<file path="src/rtl/lif_pkg.sv">
// Shared constants for the configurable LIF neuron: config map, reset defaults
// and the post-spike membrane reset mode.
package lif_pkg;

  localparam logic [3:0] ADDR_SHIFT  = 4'd8;
  localparam logic [3:0] ADDR_THETA  = 4'd9;
  localparam logic [3:0] ADDR_REFRAC = 4'd10;
  localparam logic [3:0] ADDR_MODE   = 4'd11;

  localparam int W_DEF     = 1;
  localparam int SHIFT_DEF = 1;
  localparam int THETA_DEF = 5;

  typedef enum logic {
    RST_ZERO = 1'b0,
    RST_SUB  = 1'b1
  } reset_mode_e;

endpackage

</file>
<file path="src/rtl/lif_accumulate.sv">
// Combinational leak + weighted input sum + saturating clamp, with threshold
// compare producing the fire flag.
module lif_accumulate
  import lif_pkg::*;
#(
  parameter int N_INPUTS = 4,
  parameter int U_WIDTH  = 8,
  parameter int W_WIDTH  = 4
) (
  input  logic [U_WIDTH-1:0]                u_i,
  input  logic [N_INPUTS-1:0]               x_i,
  input  logic [N_INPUTS-1:0][W_WIDTH-1:0]  weight_i,
  input  logic [2:0]                        shift_i,
  input  logic [U_WIDTH-1:0]                theta_i,
  output logic [U_WIDTH-1:0]                sum_o,
  output logic                              fire_o
);

  localparam int SW = U_WIDTH + 4;

  logic [U_WIDTH-1:0]  ul;
  logic signed [SW-1:0] acc;

  always_comb begin
    ul  = (shift_i == 3'd0) ? u_i : u_i - (u_i >> shift_i);
    acc = $signed({4'b0000, ul});
    for (int i = 0; i < N_INPUTS; i++) begin
      if (x_i[i]) begin
        acc = acc + $signed({{(SW-W_WIDTH){weight_i[i][W_WIDTH-1]}}, weight_i[i]});
      end
    end
    // Four guard bits cover the worst-case overshoot in either direction.
    if (acc[SW-1]) begin
      sum_o = '0;
    end else if (acc[SW-2:U_WIDTH] != '0) begin
      sum_o = '1;
    end else begin
      sum_o = acc[U_WIDTH-1:0];
    end
    fire_o = (sum_o >= theta_i);
  end

endmodule

</file>
<file path="src/rtl/lif_neuron_cfg.sv">
// Single leaky integrate-and-fire neuron with N binary synapses, register-port
// configuration and a refractory down-counter; integrates only on step.
module lif_neuron_cfg
  import lif_pkg::*;
#(
  parameter int N_INPUTS     = 4,
  parameter int U_WIDTH      = 8,
  parameter int W_WIDTH      = 4,
  parameter int REFRAC_WIDTH = 3
) (
  input  logic                clk,
  input  logic                reset,
  input  logic                step,
  input  logic [N_INPUTS-1:0] x_in,
  input  logic                cfg_we,
  input  logic [3:0]          cfg_addr,
  input  logic [7:0]          cfg_data,
  output logic                spike,
  output logic [U_WIDTH-1:0]  u_out,
  output logic                refractory,
  output logic [7:0]          spike_count
);

  logic [U_WIDTH-1:0]               u_q, u_d;
  logic                             spike_q, spike_d;
  logic [REFRAC_WIDTH-1:0]          rcnt_q, rcnt_d;
  logic [7:0]                       cnt_q, cnt_d;
  logic [N_INPUTS-1:0][W_WIDTH-1:0] weight_q, weight_d;
  logic [2:0]                       shift_q, shift_d;
  logic [U_WIDTH-1:0]               theta_q, theta_d;
  logic [REFRAC_WIDTH-1:0]          refrac_q, refrac_d;
  reset_mode_e                      mode_q, mode_d;

  logic [U_WIDTH-1:0] sum;
  logic               fire;

  lif_accumulate #(
    .N_INPUTS (N_INPUTS),
    .U_WIDTH  (U_WIDTH),
    .W_WIDTH  (W_WIDTH)
  ) u_acc (
    .u_i      (u_q),
    .x_i      (x_in),
    .weight_i (weight_q),
    .shift_i  (shift_q),
    .theta_i  (theta_q),
    .sum_o    (sum),
    .fire_o   (fire)
  );

  always_comb begin
    u_d      = u_q;
    spike_d  = 1'b0;
    rcnt_d   = rcnt_q;
    cnt_d    = cnt_q;
    weight_d = weight_q;
    shift_d  = shift_q;
    theta_d  = theta_q;
    refrac_d = refrac_q;
    mode_d   = mode_q;

    if (step) begin
      if (rcnt_q != '0) begin
        rcnt_d = rcnt_q - REFRAC_WIDTH'(1);
        u_d    = '0;
      end else if (fire) begin
        spike_d = 1'b1;
        u_d     = (mode_q == RST_SUB) ? sum - theta_q : '0;
        rcnt_d  = refrac_q;
        cnt_d   = cnt_q + 8'd1;
      end else begin
        u_d = sum;
      end
    end

    // Config lands in _d so a same-cycle step still sees the old value.
    if (cfg_we) begin
      for (int i = 0; i < N_INPUTS; i++) begin
        if (cfg_addr == 4'(i)) weight_d[i] = cfg_data[W_WIDTH-1:0];
      end
      case (cfg_addr)
        ADDR_SHIFT:  shift_d  = cfg_data[2:0];
        ADDR_THETA:  theta_d  = U_WIDTH'(cfg_data);
        ADDR_REFRAC: refrac_d = cfg_data[REFRAC_WIDTH-1:0];
        ADDR_MODE:   mode_d   = reset_mode_e'(cfg_data[0]);
        default: ;
      endcase
    end
  end

  always_ff @(posedge clk or posedge reset) begin
    if (reset) begin
      u_q      <= '0;
      spike_q  <= 1'b0;
      rcnt_q   <= '0;
      cnt_q    <= '0;
      weight_q <= {N_INPUTS{W_WIDTH'(W_DEF)}};
      shift_q  <= 3'(SHIFT_DEF);
      theta_q  <= U_WIDTH'(THETA_DEF);
      refrac_q <= '0;
      mode_q   <= RST_ZERO;
    end else begin
      u_q      <= u_d;
      spike_q  <= spike_d;
      rcnt_q   <= rcnt_d;
      cnt_q    <= cnt_d;
      weight_q <= weight_d;
      shift_q  <= shift_d;
      theta_q  <= theta_d;
      refrac_q <= refrac_d;
      mode_q   <= mode_d;
    end
  end

  assign spike       = spike_q;
  assign u_out       = u_q;
  assign refractory  = (rcnt_q != '0);
  assign spike_count = cnt_q;

endmodule

</file>
<file path="config.mk">
export PLATFORM = sky130hd
export DESIGN_NAME = lif_neuron_cfg
export DESIGN_NICKNAME = d
export VERILOG_FILES = /design/src/rtl/lif_pkg.sv /design/src/rtl/lif_accumulate.sv /design/src/rtl/lif_neuron_cfg.sv
export SDC_FILE = /design/constraint.sdc
export NUM_CORES = 1
export LEC_CHECK = 0
export CORE_AREA = 2 2 150 108
export DETAILED_ROUTE_END_ITERATION = 8
export DIE_AREA = 0 0 152 110
export PLACE_DENSITY_LB_ADDON = 0.25
export SKIP_CTS_REPAIR_TIMING = 1
export SYNTH_ARGS = -nofsm -noshare
export SYNTH_HDL_FRONTEND = slang
export SYNTH_HIERARCHICAL = 1
export SYNTH_SLANG_ARGS = --single-unit
</file>
<file path="constraint.sdc">
create_clock -name clk -period 9.7 [get_ports clk]
set_input_delay 0.97 -clock clk [delete_from_list [all_inputs] [get_ports clk]]
set_output_delay 0.97 -clock clk [all_outputs]
set_load 0.02 [all_outputs]
</file>
# [Word-level counts from Yosys, hierarchy flattened]
# Index checks and enable logic that the tools add are counted.
# Widths: inputs -> output; s select.
[classes] bitwise_logic=1 n_addsub=8 muxes=15 reduce_logical=15 eq_ne=7 magnitude_cmp=1 n_shift=1
[ops] op="$mux 12" n=4
[ops] op="$mux 8" n=6
[ops] op="$add 12x4->12" n=3
[ops] op="$reduce_and 2->1" n=9
[ops] op="$eq 4x4->1 const B" n=4
[ops] op="$sub 8x8->8" n=2
[ops] op="$add 9x4->10" n=1
[ops] op="$add 8x1->8 const B" n=1
[ops] op="$eq 4x2->1 const B" n=2
[ops] op="$ge 8x8->1" n=1
[ops] op="$shr 8x3->8" n=1
[ops] op="$mux 3" n=2
[ops] op="$reduce_bool 3->1" n=2
[ops] op="$eq 4x1->1 const B" n=1
[ops] op="$logic_not 4->1" n=1
[ops] op="$logic_not 3->1" n=1
[ops] op="$mux 1" n=3
[ops] op="$reduce_and 3->1" n=1
[ops] op="$sub 3x1->3 const B" n=1
[ops] op="$reduce_bool 2->1" n=1
[ops] op="$not 1->1" n=1
[totals] regBits=51 out_inout_bits=18 wordCells=60

# [Logic depth before layout (Yosys ltp)]
[logic_depth] depth_word=18 ltp_mapped=55 ltp_nobuf=54

# [Cells and area by module]
# Netlist, hierarchy kept.
[modules_own_cells] mod="lif_accumulate" area_each_um2=3449.6 cells_per_inst=495 n_inst=1 seq_area_each_um2=0.0
[modules_own_cells] mod="lif_neuron_cfg" area_each_um2=2526.2 cells_per_inst=226 n_inst=1 seq_area_each_um2=1285.0

# [Least setup slack after synthesis]
# No wires, ideal clock.
[synth_timing] kind="register -> register" from="register shift_q[0]" to="register cnt_q[7] (netlist: spike_count[7])" slack_ps=-126 t_required_ps=9572 arrival_ps=9698 setup_ps=128 synth_period_minus_slack_ps=9826 path_stages_with_launch=53 path_cell_list="dfstp_2 > buf_4 > mux2_2 > a21oi_1 > o21ai_0 > ha_1 > fa_1 > nor2b_1 > o21a_1 > nor2_1 > xor2_1 > a21oi_1 > ha_1 > o211ai_1 > o21ai_0 > xnor2_1 > nor2_1 > or3_1 > [... 17 more ...] > a21oi_1 > nand2_1 > o21ai_0 > a21oi_1 > ha_1 > a21o_1 > a21o_1 > a21o_1 > a21oi_1 > nor2b_1 > o21ai_0 > a21oi_1 > inv_1 > nor3_4 > and3_4 > and3_4 > nand4_2 > xnor2_1"
[synth_via] elab_chain_len=16 word_cells_on_any_way=17 classes_between="add/sub: 5; order compare: 1; shift: 1; mux: 7; reduce/logical: 3"
[synth_rtl] element="start: declaration" line="lif_neuron_cfg.sv:29" text="logic [2:0] shift_q, shift_d;"
[synth_rtl] element="start signal: assignment" line="lif_neuron_cfg.sv:98" text="shift_q <= 3'(SHIFT_DEF);"
[synth_rtl] element="start signal: assignment" line="lif_neuron_cfg.sv:108" text="shift_q <= shift_d;"
[synth_rtl] element="$shr 8x3->8" line="lif_accumulate.sv:25" text="ul = (shift_i == 3'd0) ? u_i : u_i - (u_i >> shift_i);"
[synth_rtl] element="$sub 8x8->8" line="lif_accumulate.sv:25"
[synth_rtl] element="$mux 8 (*)" line="lif_accumulate.sv:25"
[synth_rtl] element="$add 9x4->10" line="lif_accumulate.sv:29" text="acc = acc + $signed({{(SW-W_WIDTH){weight_i[i][W_WIDTH-1]}}, weight_i[i]});"
[synth_rtl] element="$mux 12 (*)" line="lif_accumulate.sv:28" text="if (x_i[i]) begin"
[synth_rtl] element="$add 12x4->12" line="lif_accumulate.sv:29"
[synth_rtl] element="$mux 12 (*)" line="lif_accumulate.sv:28"
[synth_rtl] element="$add 12x4->12" line="lif_accumulate.sv:29"
[synth_rtl] element="[... 2 more ...]"
[synth_rtl] element="$mux 12 (*)" line="lif_accumulate.sv:28"
[synth_rtl] element="$reduce_bool 3->1" line="lif_accumulate.sv:35" text="end else if (acc[SW-2:U_WIDTH] != '0) begin"
[synth_rtl] element="$mux 8" line="lif_accumulate.sv:35"
[synth_rtl] element="$mux 8 (*)" line="lif_accumulate.sv:33" text="if (acc[SW-1]) begin"
[synth_rtl] element="net sum[1]" line="lif_neuron_cfg.sv:34" text="logic [U_WIDTH-1:0] sum;"
[synth_rtl] element="$ge 8x8->1 (*)" line="lif_accumulate.sv:40" text="fire_o = (sum_o >= theta_i);"
[synth_rtl] element="net fire" line="lif_neuron_cfg.sv:35" text="logic fire;"
[synth_rtl] element="$reduce_and 3->1 (no line) (*)"
[synth_rtl] element="end signal: assignment" line="lif_neuron_cfg.sv:106" text="cnt_q <= cnt_d;"
[synth_rtl] element="end: declaration" line="lif_neuron_cfg.sv:27" text="logic [7:0] cnt_q, cnt_d;"
# The timed path passes the listed nets; every way through them passes the cells marked *.
# A chain may end at the register's enable or synchronous reset.

# [Worst setup path after layout]
[layout_timing] from="register shift_q[0]" to="register cnt_q[7] (netlist: spike_count[7])"
[layout_via] elab_chain_len=16 word_cells_on_any_way=17 classes_between="add/sub: 5; order compare: 1; shift: 1; mux: 7; reduce/logical: 3"
[layout_rtl] element="$shr 8x3->8" line="lif_accumulate.sv:25"
[layout_rtl] element="$sub 8x8->8" line="lif_accumulate.sv:25"
[layout_rtl] element="$mux 8 (*)" line="lif_accumulate.sv:25"
[layout_rtl] element="$add 9x4->10" line="lif_accumulate.sv:29"
[layout_rtl] element="$mux 12 (*)" line="lif_accumulate.sv:28"
[layout_rtl] element="$add 12x4->12" line="lif_accumulate.sv:29"
[layout_rtl] element="$mux 12 (*)" line="lif_accumulate.sv:28"
[layout_rtl] element="$add 12x4->12" line="lif_accumulate.sv:29"
[layout_rtl] element="$mux 12 (*)" line="lif_accumulate.sv:28"
[layout_rtl] element="$add 12x4->12" line="lif_accumulate.sv:29"
[layout_rtl] element="$mux 12 (*)" line="lif_accumulate.sv:28"
[layout_rtl] element="$reduce_bool 3->1" line="lif_accumulate.sv:35"
[layout_rtl] element="$mux 8" line="lif_accumulate.sv:35"
[layout_rtl] element="$mux 8 (*)" line="lif_accumulate.sv:33"
[layout_rtl] element="$ge 8x8->1 (*)" line="lif_accumulate.sv:40"
[layout_rtl] element="net fire" line="lif_neuron_cfg.sv:35"
[layout_rtl] element="$reduce_and 3->1 (no line) (*)"
# Marked as above.

==> impl_metrics.json <==
{
  "violations": "negative setup slack",
  "hp-class": "reg -> reg",
  "yosysUniqueCellTypes": 79,
  "h-tree-depth": 2,
  "io_pins": 38,
  "slowest_stage": "dfstp_2",
  "drt-vias-per-instance": 5.56,
  "finalClockSkew_ns": 0.00691,
  "port_buffers": 37,
  "post_route_cells_drive_above_1_share_pct": 31.3,
  "vias": 5946,
  "synth-simple-area-share_pct": 19.6,
  "coreArea_um2": 15300,
  "required_ns": 9.88,
  "grt_max_degree": 52,
  "max_stage_delay_ns": 0.66,
  "criticalPathCategory": "reg -> reg",
  "num_rows": 38,
  "wirelength_mm": 17.6,
  "drt_pass1_iterations": 4,
  "fp.dieH_um": 110,
  "utilization_pct": 52.9,
  "initial_core_util_pct": 39.2,
  "syn_avg_cell_area_um2": 8.29,
  "post-route-min-period_ns": 9.91,
  "arrival_ns": 10.08,
  "place_inst": 1048,
  "yosysWarnings": 6,
  "cts_tree": "done",
  "cts_sinks": 51,
  "worst_setup_path_start_kind": "flip-flop",
  "syn2layout_area_growth_pct": 35.0,
  "syn_inst": 721,
  "nets": 961,
  "crit_path_end_kind": "flip-flop",
  "grt_overflow": 0,
  "antenna_found_initial": 0,
  "syn_nets": 814,
  "period_share_pct": 102,
  "die_w_um": 152,
  "muxShareOfSynthArea_pct": 9.19,
  "setup_tns_ns": -1.64,
  "first_global_vias": 5477,
  "rsz0062_at_grt": "true",
  "setup_viol": 18,
  "worst_slack_ns": -0.206,
  "drt_iter0_markers": 343,
  "clk_pin_slew_ns": 0.06,
  "holdWs_ns": 0.488,
  "fmax_mhz": 101,
  "root_buffer": "clkbuf_16",
  "ant_nets": 0,
  "final_hold_viol_count": 0,
  "insertion_delay_ns": 0.29,
  "synth_top_family_by_area": "compound AO/OA/AOI/OAI gates",
  "run_status": "complete, but fails checks",
  "dp_hpwl_mm": 13.5,
  "fill_cells": 1370,
  "drc": 0,
  "synth-xor-area-share_pct": 5.26,
  "max_slew_margin_pct": 31.7,
  "synth_edf_count": 0,
  "insertedDiodeCount": 0,
  "synthAdderAreaFrac_pct": 16.0,
  "slew_violations": 0,
  "wl_per_cell_um": 16.4,
  "synth_compound_area_share_pct": 23.5,
  "numCtsBuffers": 5,
  "design.die.area_um2": 16700,
  "clockBufferDepth": 2,
  "crit_top_cell": "a21o_1",
  "synthesis.area_um2": 5980,
  "ys.flop_type": "dfrtp_1",
  "synthArstFlopShare_pct": 100,
  "ys_seq_elements": 51,
  "grt_usage_pct": 19.7,
  "tightestPinTransition_ns": 1.02,
  "path_max_fanout": 8,
  "fin_cells": 1069,
  "place.gp.congestion": 0.977,
  "grt_pass1_wl_mm": 27.4,
  "reg2reg_slack_ns": -0.21,
  "maxCapViolCount": 0,
  "seq_area_frac_synth_pct": 21.5
}
cell type report:
class / instances / area [um^2] / area share (%)
multi-input cells: 596 / 4850 / 60.2
repair buffers: 161 / 1340 / 16.5
flip-flops and latches: 51 / 1280 / 15.9
well taps: 200 / 250 / 3.10
inverters: 53 / 201 / 2.50
clock buffers: 6 / 129 / 1.60
clock inverters: 2 / 13.8 / 0.171
synth_stat cells, types with 8 or more instances:
cell type / n / area [um^2]
ha_1: 67 / 838
nor2_1: 55 / 206
o21ai_0: 54 / 270
nand2_1: 53 / 199
inv_1: 50 / 188
a21oi_1: 49 / 245
dfrtp_1: 44 / 1100
mux2_2: 35 / 394
xnor2_1: 20 / 175
a21o_1: 18 / 135
nor3_1: 17 / 85.1
clkbuf_1: 16 / 60.1
nand3_1: 15 / 75.1
mux2i_1: 14 / 140
xor2_1: 14 / 123
a211oi_1: 12 / 90.1
nor2b_1: 12 / 75.1
and3_1: 10 / 62.6
nand2b_1: 10 / 62.6
o21a_1: 10 / 75.1
a31oi_1: 9 / 56.3
o211ai_1: 8 / 60.1
or3_1: 8 / 50.1
critical path: cells and delay by family (launching register included):
kind / cells / cell delay, ns
adder cells (fa/ha/maj): 7 / 2.06
AND/OR/NAND/NOR: 20 / 3.61
AO/OA/AOI/OAI: 18 / 2.56
flip-flops: 1 / 0.66
XOR/XNOR: 2 / 0.35
buffers and inverters: 2 / 0.11
multiplexers: 2 / 0.40
cell families (layout without fill, tap and decap cells):
logic type	after synthesis	in the layout
and+or+nand+nor	224	224
buffers and inverters	74	222
adders and majority gates	73	73
AOI/OAI and AO/OA	214	214
muxes	50	50
DFF	51	51
xor gates and xnor gates	35	35
worst paths after layout:
check	endpoint	depth (start not counted)	start
worst max-delay path	spike_count[7]	51	shift_q[0]
worst max register to register	spike_count[7]	51	shift_q[0]
worst min-delay path	spike_count[7]	1	spike_count[7]
min in group asynchronous	u_out[2]	2	reset
worst min register to register	spike_count[7]	1	spike_count[7]
max in group asynchronous	theta_q[6]	2	reset
through the flow:
stage,area [um^2],setup WS [ns]
after floorplan,5980,0.0110
after global placement,7340,-0.232
after detailed placement,7340,-0.393
after CTS,7490,-0.431
after global routing,8070,-0.682
final,8070,-0.206
metal layers:
layer  wire (um)  vias up  share of wire [%]  track usage, %
li1            -     2946                  -               -
met1        8890     2904                 51            29.8
met3         474       15                2.7            1.68
met4         164        0               0.93            2.54
met2        8030       81                 46            31.7
met5           0        -                  0               0
registers in the layout, indices dropped and copies added (netlist names):
register,cells
weight_q,16
theta_q,8
shift_q,3
spike_count,8
mode_q,1
spike,1
rcnt_q,3
refrac_q,3
u_out,8
cells in the final DEF, fill, tap and decap left out, types with 6 or more instances in the layout:
cell type and instances:
a211oi_1 9, a21o_1 18, a21oi_1 37, a21oi_2 10
a22oi_2 6, a31oi_1 8, and3_1 9, buf_4 115
buf_6 9, clkdlybuf4s50_1 37, dfrtp_1 44, dfstp_2 7
ha_1 58, ha_4 6, inv_1 47, mux2_2 33
mux2i_1 10, nand2_1 50, nand2b_1 8, nand3_1 15
nand3b_1 6, nand4_1 6, nor2_1 53, nor2b_1 10
nor3_1 16, o211ai_1 8, o21a_1 10, o21ai_0 38
o21ai_1 11, o21ai_2 7, or3_1 6, xnor2_1 19
xor2_1 14
Power is left out: the tool's default activity adds up to more than one toggle a clock period on the data nets, which glitch-free logic cannot reach.
